## config.mk

```make
export PLATFORM = sky130hd
export DESIGN_NAME = rmt_pkt_arb
export DESIGN_NICKNAME = d
export VERILOG_FILES = /design/src/rtl/rmt_pkt_arb.sv
export SDC_FILE = /design/constraint.sdc
export NUM_CORES = 1
export LEC_CHECK = 0
export BUFFER_PORTS_ARGS = -buffer_cell sky130_fd_sc_hd__buf_2
export CORE_AREA = 2 2 684 686
export CTS_CLUSTER_DIAMETER = 30
export DETAILED_ROUTE_END_ITERATION = 10
export DIE_AREA = 0 0 686 688
export PLACE_DENSITY = 0.32
export SLEW_MARGIN = 5
export SYNTH_ARGS = -nofsm -noshare
export SYNTH_HDL_FRONTEND = slang
export SYNTH_SLANG_ARGS = --single-unit
```

## constraint.sdc

```tcl
create_clock -name clk -period 5.3 [get_ports clk]
set_clock_uncertainty 0.1 [all_clocks]
set_input_delay 0.53 -clock clk [delete_from_list [all_inputs] [get_ports clk]]
set_output_delay 0.53 -clock clk [all_outputs]
set_load 0.03 [all_outputs]
```

## src/rtl/rmt_pkt_arb.sv

```systemverilog
// rmt_pkt_arb: packet-granular round-robin arbiter merging PORT_COUNT
// AXI-Stream sources into one registered stream toward the RMT parser.
// A source keeps the output from grant until its tlast beat is taken, and
// every forwarded beat is tagged with the index of the source it came from.

module rmt_pkt_arb #(
    parameter int PORT_COUNT = 2,
    parameter int DATA_WIDTH = 512,
    parameter int KEEP_WIDTH = DATA_WIDTH / 8,
    parameter int USER_WIDTH = 1,
    parameter int ID_WIDTH   = (PORT_COUNT > 1) ? $clog2(PORT_COUNT) : 1
) (
    input  logic                             clk,
    input  logic                             rst,
    input  logic [PORT_COUNT*DATA_WIDTH-1:0] s_axis_tdata,
    input  logic [PORT_COUNT*KEEP_WIDTH-1:0] s_axis_tkeep,
    input  logic [PORT_COUNT-1:0]            s_axis_tvalid,
    output logic [PORT_COUNT-1:0]            s_axis_tready,
    input  logic [PORT_COUNT-1:0]            s_axis_tlast,
    input  logic [PORT_COUNT*USER_WIDTH-1:0] s_axis_tuser,
    output logic [DATA_WIDTH-1:0]            m_axis_tdata,
    output logic [KEEP_WIDTH-1:0]            m_axis_tkeep,
    output logic                             m_axis_tvalid,
    input  logic                             m_axis_tready,
    output logic                             m_axis_tlast,
    output logic [USER_WIDTH-1:0]            m_axis_tuser,
    output logic [ID_WIDTH-1:0]              m_axis_tid,
    output logic [31:0]                      stat_pkt_count,
    output logic                             busy
);

    typedef enum logic [0:0] {
        ST_IDLE = 1'b0,
        ST_BUSY = 1'b1
    } state_t;

    localparam logic [ID_WIDTH-1:0] LAST_IDX = ID_WIDTH'(PORT_COUNT - 1);

    // Modular add of an offset onto a source index (offset < PORT_COUNT).
    function automatic logic [ID_WIDTH-1:0] idx_add(
        input logic [ID_WIDTH-1:0] base,
        input int                  off
    );
        int sum;
        sum = int'(base) + off;
        if (sum >= PORT_COUNT) begin
            sum = sum - PORT_COUNT;
        end else begin
            sum = sum;
        end
        return ID_WIDTH'(sum);
    endfunction

    // Registered state
    logic                  rst_sync_r;
    state_t                state_r;
    logic [ID_WIDTH-1:0]   grant_r;
    logic [ID_WIDTH-1:0]   last_grant_r;
    logic                  m_valid_r;
    logic                  m_last_r;
    logic [DATA_WIDTH-1:0] m_data_r;
    logic [KEEP_WIDTH-1:0] m_keep_r;
    logic [USER_WIDTH-1:0] m_user_r;
    logic [ID_WIDTH-1:0]   m_tid_r;
    logic [31:0]           stat_cnt_r;

    // Combinational signals
    state_t                state_nx_s;
    logic [ID_WIDTH-1:0]   grant_nx_s;
    logic [ID_WIDTH-1:0]   last_grant_nx_s;
    logic [ID_WIDTH-1:0]   start_s;
    logic [PORT_COUNT-1:0] req_rot_s;
    logic [ID_WIDTH-1:0]   winner_s;
    logic                  any_req_s;
    logic [PORT_COUNT-1:0] gnt_oh_s;
    logic                  sel_valid_s;
    logic                  sel_last_s;
    logic [DATA_WIDTH-1:0] sel_data_s;
    logic [KEEP_WIDTH-1:0] sel_keep_s;
    logic [USER_WIDTH-1:0] sel_user_s;
    logic                  busy_s;
    logic                  out_room_s;
    logic                  s_fire_s;
    logic                  m_fire_s;

    assign busy_s     = (state_r == ST_BUSY);
    assign out_room_s = !m_valid_r || m_axis_tready;
    assign s_fire_s   = busy_s && sel_valid_s && out_room_s;
    assign m_fire_s   = m_valid_r && m_axis_tready;

    // Reset is applied asynchronously but released only on a clock edge.
    always_ff @(posedge clk or negedge rst) begin
        if (!rst) begin
            rst_sync_r <= 1'b0;
        end else begin
            rst_sync_r <= 1'b1;
        end
    end

    // Round-robin search: rotate the requests so the slot after the last
    // grant sits at bit 0, then take the lowest set bit.
    always_comb begin
        start_s   = (last_grant_r == LAST_IDX) ? '0 : last_grant_r + ID_WIDTH'(1);
        req_rot_s = PORT_COUNT'({s_axis_tvalid, s_axis_tvalid} >> start_s);
        any_req_s = |s_axis_tvalid;
        winner_s  = start_s;
        for (int k = PORT_COUNT - 1; k >= 0; k--) begin
            winner_s = req_rot_s[k] ? idx_add(start_s, k) : winner_s;
        end
    end

    // Steer the granted source onto the internal beat bus and drive its ready;
    // ready never looks at any tvalid.
    always_comb begin
        sel_valid_s   = 1'b0;
        sel_last_s    = 1'b0;
        sel_data_s    = '0;
        sel_keep_s    = '0;
        sel_user_s    = '0;
        s_axis_tready = '0;
        gnt_oh_s      = '0;
        for (int i = 0; i < PORT_COUNT; i++) begin
            gnt_oh_s[i]      = (grant_r == ID_WIDTH'(i));
            sel_valid_s      = sel_valid_s | (s_axis_tvalid[i] & gnt_oh_s[i]);
            sel_last_s       = sel_last_s  | (s_axis_tlast[i]  & gnt_oh_s[i]);
            sel_data_s       = sel_data_s
                             | (s_axis_tdata[i*DATA_WIDTH +: DATA_WIDTH] & {DATA_WIDTH{gnt_oh_s[i]}});
            sel_keep_s       = sel_keep_s
                             | (s_axis_tkeep[i*KEEP_WIDTH +: KEEP_WIDTH] & {KEEP_WIDTH{gnt_oh_s[i]}});
            sel_user_s       = sel_user_s
                             | (s_axis_tuser[i*USER_WIDTH +: USER_WIDTH] & {USER_WIDTH{gnt_oh_s[i]}});
            s_axis_tready[i] = busy_s & gnt_oh_s[i] & out_room_s;
        end
    end

    // Next-state logic: grant in IDLE, release after the granted tlast is taken.
    always_comb begin
        state_nx_s      = state_r;
        grant_nx_s      = grant_r;
        last_grant_nx_s = last_grant_r;
        case (state_r)
            ST_IDLE: begin
                if (any_req_s) begin
                    state_nx_s      = ST_BUSY;
                    grant_nx_s      = winner_s;
                    last_grant_nx_s = winner_s;
                end else begin
                    state_nx_s = ST_IDLE;
                end
            end
            ST_BUSY: begin
                if (s_fire_s && sel_last_s) begin
                    state_nx_s = ST_IDLE;
                end else begin
                    state_nx_s = ST_BUSY;
                end
            end
            default: begin
                state_nx_s = ST_IDLE;
            end
        endcase
    end

    // FSM, grant and round-robin pointer registers.
    always_ff @(posedge clk or negedge rst) begin
        if (!rst) begin
            state_r      <= ST_IDLE;
            grant_r      <= '0;
            last_grant_r <= LAST_IDX;
        end else if (!rst_sync_r) begin
            state_r      <= ST_IDLE;
            grant_r      <= '0;
            last_grant_r <= LAST_IDX;
        end else begin
            state_r      <= state_nx_s;
            grant_r      <= grant_nx_s;
            last_grant_r <= last_grant_nx_s;
        end
    end

    // Single output register stage; holds its beat while downstream stalls.
    always_ff @(posedge clk or negedge rst) begin
        if (!rst) begin
            m_valid_r <= 1'b0;
            m_last_r  <= 1'b0;
            m_data_r  <= '0;
            m_keep_r  <= '0;
            m_user_r  <= '0;
            m_tid_r   <= '0;
        end else if (!rst_sync_r) begin
            m_valid_r <= 1'b0;
            m_last_r  <= 1'b0;
            m_data_r  <= '0;
            m_keep_r  <= '0;
            m_user_r  <= '0;
            m_tid_r   <= '0;
        end else if (out_room_s) begin
            m_valid_r <= s_fire_s;
            if (s_fire_s) begin
                m_last_r <= sel_last_s;
                m_data_r <= sel_data_s;
                m_keep_r <= sel_keep_s;
                m_user_r <= sel_user_s;
                m_tid_r  <= grant_r;
            end
        end
    end

    // Count packets whose last beat is taken downstream; wraps naturally.
    always_ff @(posedge clk or negedge rst) begin
        if (!rst) begin
            stat_cnt_r <= 32'd0;
        end else if (!rst_sync_r) begin
            stat_cnt_r <= 32'd0;
        end else if (m_fire_s && m_last_r) begin
            stat_cnt_r <= stat_cnt_r + 32'd1;
        end
    end

    assign m_axis_tvalid  = m_valid_r;
    assign m_axis_tlast   = m_last_r;
    assign m_axis_tdata   = m_data_r;
    assign m_axis_tkeep   = m_keep_r;
    assign m_axis_tuser   = m_user_r;
    assign m_axis_tid     = m_tid_r;
    assign stat_pkt_count = stat_cnt_r;
    assign busy           = busy_s;

endmodule
```

==> reports/qor.csv, run 1 <==
metric;value;unit
hold_path_class;in -> reg;
nFillCells;53070;
ys_ff_latch;616;
drv_cap;0;
syn_area;0.0298;mm^2
reg2reg_slack;1920;ps
clkTransAtPathRegs;40;ps
routed_wl;332;mm
cts-root-buf;clkbuf_16;
period_share;0.639;
fp.dieArea;0.472;mm^2
clk_latency;840;ps
critPathMaxFanout;97;
p_leak;27.6;nW
drive_gt1_frac;0.388;
worstSetupPathType;reg -> reg;
hold_ws;75.1;ps
yosys_warnings;0;
grt_max_degree;146;
ant_nets;0;
cp-startpoint;grant_r$_DFFE_PN0P_;
p_int;16.7;mW
synthFlopType;dfrtp_1;
worst_r2r_path_depth;5;
final-seq-area;0.0154;mm^2
cts_inserted_buffers;224;
grt_pass1_vias;37874;
crit_required;5910;ps
die_h;688;um
syn-num-nets;3939;
fin_cells;12135;
p_comb_frac;0.190;
synth_top_area_share;0.516;
grt.total_usage;0.135;
fin_crit;3380;ps
grt_pass1_wl;412;mm
final_common_cell;buf_2;
drtIter0Drc;1994;
dr.pass1.iters;7;
ctsHoldBuffers;989;
cp.arrival;3990;ps
yosysSeqAreaShare;0.517;
multi_input_area;0.0132;mm^2
syn_avg_cell_area;10.7;um^2
r2r_start;grant_r$_DFFE_PN0P_;
synth-edff-count;0;
area_growth;116;%
power_density;366;mW/mm^2
post-route-drc-count;0;
ctsResizeCount;0;
synth.distinct_cells;37;
syn_inst;2777;
antenna_found_initial;331;
vias;37139;
worstHoldPathCells;3;
clock_sinks;616;
rsz0062_at_grt;false;
timing.slew.headroom;0.279;
synth_top_cell_by_area;dfrtp_1;
place_hpwl;285;mm
ir_drop;0.344;mV
async_flop_share;1.00;
power_frac_seq;0.226;
setup_viol;0;
cts_buffer_depth;4;
initial_utilization;0.0641;
outcome;completed;
final_cell_mix;buf_2, dlygate4sd3_1, dfrtp_1;
fmax;295;MHz
port_buffers;1775;
cts_htree_levels;4;
gp_congestion;0.946;
tightestPinTransition;1080;ps
slew_viol_final;0;
endpoint_kind;flip-flop;
grt_overflow;0;
vias_per_cell;3.06;
worstSetupEndpoint;m_axis_tdata[32]$_DFFE_PN0P_;
cts_post_setup_buffers_inserted;0;
dp_cells;10559;
switchingPower;6.87;mW
fin_nets;6738;
wl_per_cell;27.3;um
r2r-end;m_axis_tdata[32]$_DFFE_PN0P_;
tns;0;ps
swShare;0.291;
startpoint_type;flip-flop;
ios;1776;
ys_top_cells_by_area;dfrtp_1, mux2i_1, a211oi_1, nor2_1, clkbuf_1;
die_x;686;um
power_frac_clock;0.584;
finalHoldViolCount;0;
cts_tree;built;
fp.coreArea;0.465;mm^2
core.rowCount;251;
layer usage:
metal | up-vias | track usage | wire, um
li1 | 16156 | - | -
met1 | 17942 | 0.151 | 128000
met2 | 2064 | 0.225 | 155000
met3 | 839 | 0.0553 | 31700
met4 | 138 | 0.0553 | 16100
met5 | - | 0 | 948
cells by family (layout without fill, tap and decap cells):
group,count (synthesis),count (layout),share of synthesized area
mux,580,580,0.195
fa+ha+maj,1,1,0.000420
simple gates,671,671,0.0907
flops,616,616,0.517
compound gates,626,626,0.156
xor+xnor,9,9,0.00264
buf+inv,273,3255,0.0383
other cells,1,179,0.000126
how the worst min path moves through the flow:
stage                             startpoint                            end  slack (ps)
floorplan                                rst                 busy$_DFF_PN0_         130
global placement    last_grant_r$_DFFE_PN1P_       last_grant_r$_DFFE_PN1P_         400
detailed placement  last_grant_r$_DFFE_PN1P_       last_grant_r$_DFFE_PN1P_         410
CTS                        s_axis_tdata[779]  m_axis_tdata[267]$_DFFE_PN0P_           1
global route               s_axis_tdata[723]  m_axis_tdata[211]$_DFFE_PN0P_          30
finish                     s_axis_tdata[700]  m_axis_tdata[188]$_DFFE_PN0P_          80
critical path: stages (launching register included):
cell,delay (ps)
dfrtp_4,850
buf_12,350
buf_12,570
mux2i_1,190
dlygate4sd3_1,620
a211oi_1,280
Yosys cell counts, drive strengths merged (2+ instances only):
cell and instances:
and4 4, buf 93, a21oi 24, or4 22, mux2 2, o31ai 17
inv 5, a211oi 577, nand2 19, nand4 7, o21ai 2, clkbuf 175
xnor2 4, o211ai 3, nor3 2, and3 4, nor4 2, dfrtp 615
mux2i 578, nor2 589, or3 3, nand3 14, nand2b 3, xor2 5
through the flow:
stage,util,instance area (um^2),setup slack (ps),power (mW)
after global routing,0.138,64300,1640,24.6
after floorplan,-,29800,3060,7.23
after global placement,0.0993,46200,1870,9.15
after detailed placement,0.0993,46200,1840,9.18
after CTS,0.138,64000,1760,24.1
final,0.139,64500,1920,23.6
layout make-up:
| class | count | area share |
|---|---|---|
| sequential | 616 | 0.239 |
| multi-input combinational | 1888 | 0.206 |
| timing repair buffer | 2841 | 0.304 |
| inverter | 5 | 0.000408 |
| clock inverter | 86 | 0.0201 |
| antenna | 178 | 0.00691 |
| tap | 6198 | 0.120 |
| clock buffer | 323 | 0.103 |
power groups by stage:
stage,registers [mW],logic (mW),clock network (mW)
2_1_floorplan,6.07,1.16,0
3_3_place_gp,5.38,3.77,0
3_5_place_dp,5.39,3.79,0
4_1_cts,5.34,4.57,14.2
5_1_grt,5.38,4.79,14.4
6_report,5.33,4.49,13.8
flip-flops by register name, indices dropped and copies added (netlist names):
signal,cells
busy,1
grant_r,1
m_axis_tdata,512
rst_sync_r,1
m_axis_tkeep,64
m_axis_tlast,1
last_grant_r,1
m_axis_tuser,1
m_axis_tvalid,1
m_axis_tid,1
stat_pkt_count,32
No activity file was read; power rests on OpenSTA's default activity.
==> run 2, diff against run 1 <==
CORE_AREA = 2 2 686 688   (was 2 2 684 686)
DIE_AREA = 0 0 688 690   (was 0 0 686 688)
clock period = 2.8 ns   (was 5.3 ns; I/O delays follow)
==> run 2 against run 1 <==
  * Clock power rose by 75%
  * Setup slack got worse by 1800 ps
  * Cell area increased by 3.2%
  * Clock-buffer cell count rose by 17
  * Critical endpoint is now m_axis_tkeep[18]$_DFFE_PN0P_
  * Sequential power rose by 89%
  * Fmax increased by 25%
  * Final cell count increased by 1.5%
  * Die area is 0.58% higher
  * Highest routed layer unchanged
  * Combinational power up 100%
==> reports/qor.csv, run 2 (synthesis results as in run 1) <==
metric;value;unit
clk_latency;890;ps
grt_pass1_wl;425;mm
dp_cells;10638;
area_growth;123;%
worst_r2r_path_depth;5;
gp_congestion;1.00;
worstHoldStart;s_axis_tdata[363];
cts_inserted_buffers;224;
switchingPower;13.1;mW
ant_nets;0;
final_common_cell;buf_2;
fp.dieArea;0.475;mm^2
dr.pass1.iters;5;
post-route-drc-count;0;
nFillCells;53300;
hold_path_class;in -> reg;
drv_cap;0;
drive_gt1_frac;0.383;
crit_required;3430;ps
ir_drop;0.432;mV
fmax;369;MHz
endpoint_kind;flip-flop;
port_buffers;1775;
cts_post_setup_buffers_inserted;0;
ios;1776;
worstSetupPathType;reg -> reg;
vias;38166;
cp.arrival;3350;ps
r2r-end;m_axis_tkeep[18]$_DFFE_PN0P_;
path_cells;buf_12 > clkbuf_16 > mux2i_1 > dlygate4sd3_1 > a211oi_1;
grt_pass1_vias;39370;
grt_max_degree;108;
cts_buffer_depth;4;
power_frac_clock;0.558;
fin_nets;6992;
fin_crit;2710;ps
wl_per_cell;27.7;um
period_share;0.969;
startpoint_type;flip-flop;
multi_input_area;0.0133;mm^2
outcome;completed;
p_leak;28.6;nW
rsz0062_at_grt;false;
critPathMaxFanout;43;
slowest_delay;570;ps
timing.slew.headroom;0.363;
die_h;690;um
critical-path-slowest-cell;dlygate4sd3_1;
routed_wl;341;mm
fin_cells;12320;
antenna_found_initial;343;
largest_reg_flops;512;
initial_utilization;0.0639;
power_frac_seq;0.234;
power_density;651;mW/mm^2
final-seq-area;0.0154;mm^2
p_comb_frac;0.209;
cts_tree;built;
drtIter0Drc;2233;
place_hpwl;294;mm
cts_htree_levels;4;
cp_num_buf_inv;3;
die_x;688;um
setup_viol;0;
cts-root-buf;clkbuf_16;
core.rowCount;251;
final_cell_mix;buf_2, dlygate4sd3_1, dfrtp_1;
fp.coreArea;0.467;mm^2
worstHoldPathCells;4;
grt.total_usage;0.138;
finalHoldViolCount;0;
min_to;m_axis_tdata[363]$_DFFE_PN0P_;
grt_overflow;0;
path_delay_family;buffers and inverters;
swShare;0.302;
r2r_start;grant_r$_DFFE_PN0P_;
clock_sinks;616;
clkTransAtPathRegs;40;ps
p_int;30.2;mW
slew_viol_final;0;
reg2reg_slack;90;ps
tightestPinTransition;956;ps
tns;0;ps
vias_per_cell;3.10;
run 2: worst max path at each step:
stage                                    from                        endpoint  cells past startpoint
floorplan           m_axis_tvalid$_DFFE_PN0P_  stat_pkt_count[31]$_DFFE_PN0P_                      6
global placement          grant_r$_DFFE_PN0P_   m_axis_tdata[320]$_DFFE_PN0P_                      5
detailed placement        grant_r$_DFFE_PN0P_   m_axis_tdata[320]$_DFFE_PN0P_                      5
CTS                       grant_r$_DFFE_PN0P_                s_axis_tready[1]                      3
global route              grant_r$_DFFE_PN0P_    m_axis_tdata[63]$_DFFE_PN0P_                      5
finish                    grant_r$_DFFE_PN0P_    m_axis_tkeep[18]$_DFFE_PN0P_                      5
run 2: tightest hold or removal path, stage by stage:
cell           delay [ps]
buf_2                 120
mux2i_1               100
dlygate4sd3_1         560
a211oi_1               60
run 2: through the flow:
step           utilization  instance area (um^2)  hold slack, ps  power [mW]  setup WS [ps]
2_1_floorplan            -                 29800            -116        13.7            560
3_3_place_gp         0.101                 47100             247        17.6            374
6_report             0.143                 66500             195        43.3           86.9
4_1_cts              0.142                 66200            59.7        44.0           9.74
3_5_place_dp         0.101                 47100             243        17.6            339
5_1_grt              0.142                 66400             115        45.1           20.1
run 2: cell type report:
cell class              instances  share of cell area
diodes                        113             0.00425
clock buffers                 340               0.101
clock inverters                65              0.0100
inverters                       5            0.000395
multi-input cells            1888               0.199
flip-flops and latches        616               0.232
well taps                    6198               0.117
repair buffers               3095               0.337
run 2: power groups by stage:
stage,Sequential [mW],Clock [mW],Combinational (mW)
final,10.1,24.1,9.04
after floorplan,11.5,0,2.19
after detailed placement,10.2,0,7.39
after global routing,10.2,25.2,9.65
after CTS,10.1,24.7,9.17
after global placement,10.2,0,7.36
run 2: repair_timing:
action / CTS / global route
gates resized for setup: 0 / 7
hold buffers: 1163 / 0
hold endpoints to repair: 1065 / 0
setup endpoints to repair: 0 / 64
run 2: routing by layer:
layer,GRT usage,vias up,part of all wire
li1,-,16584,-
met1,0.159,18408,0.39
met2,0.227,2145,0.46
met3,0.0569,891,0.098
met4,0.0510,138,0.045
met5,0,-,0.0027
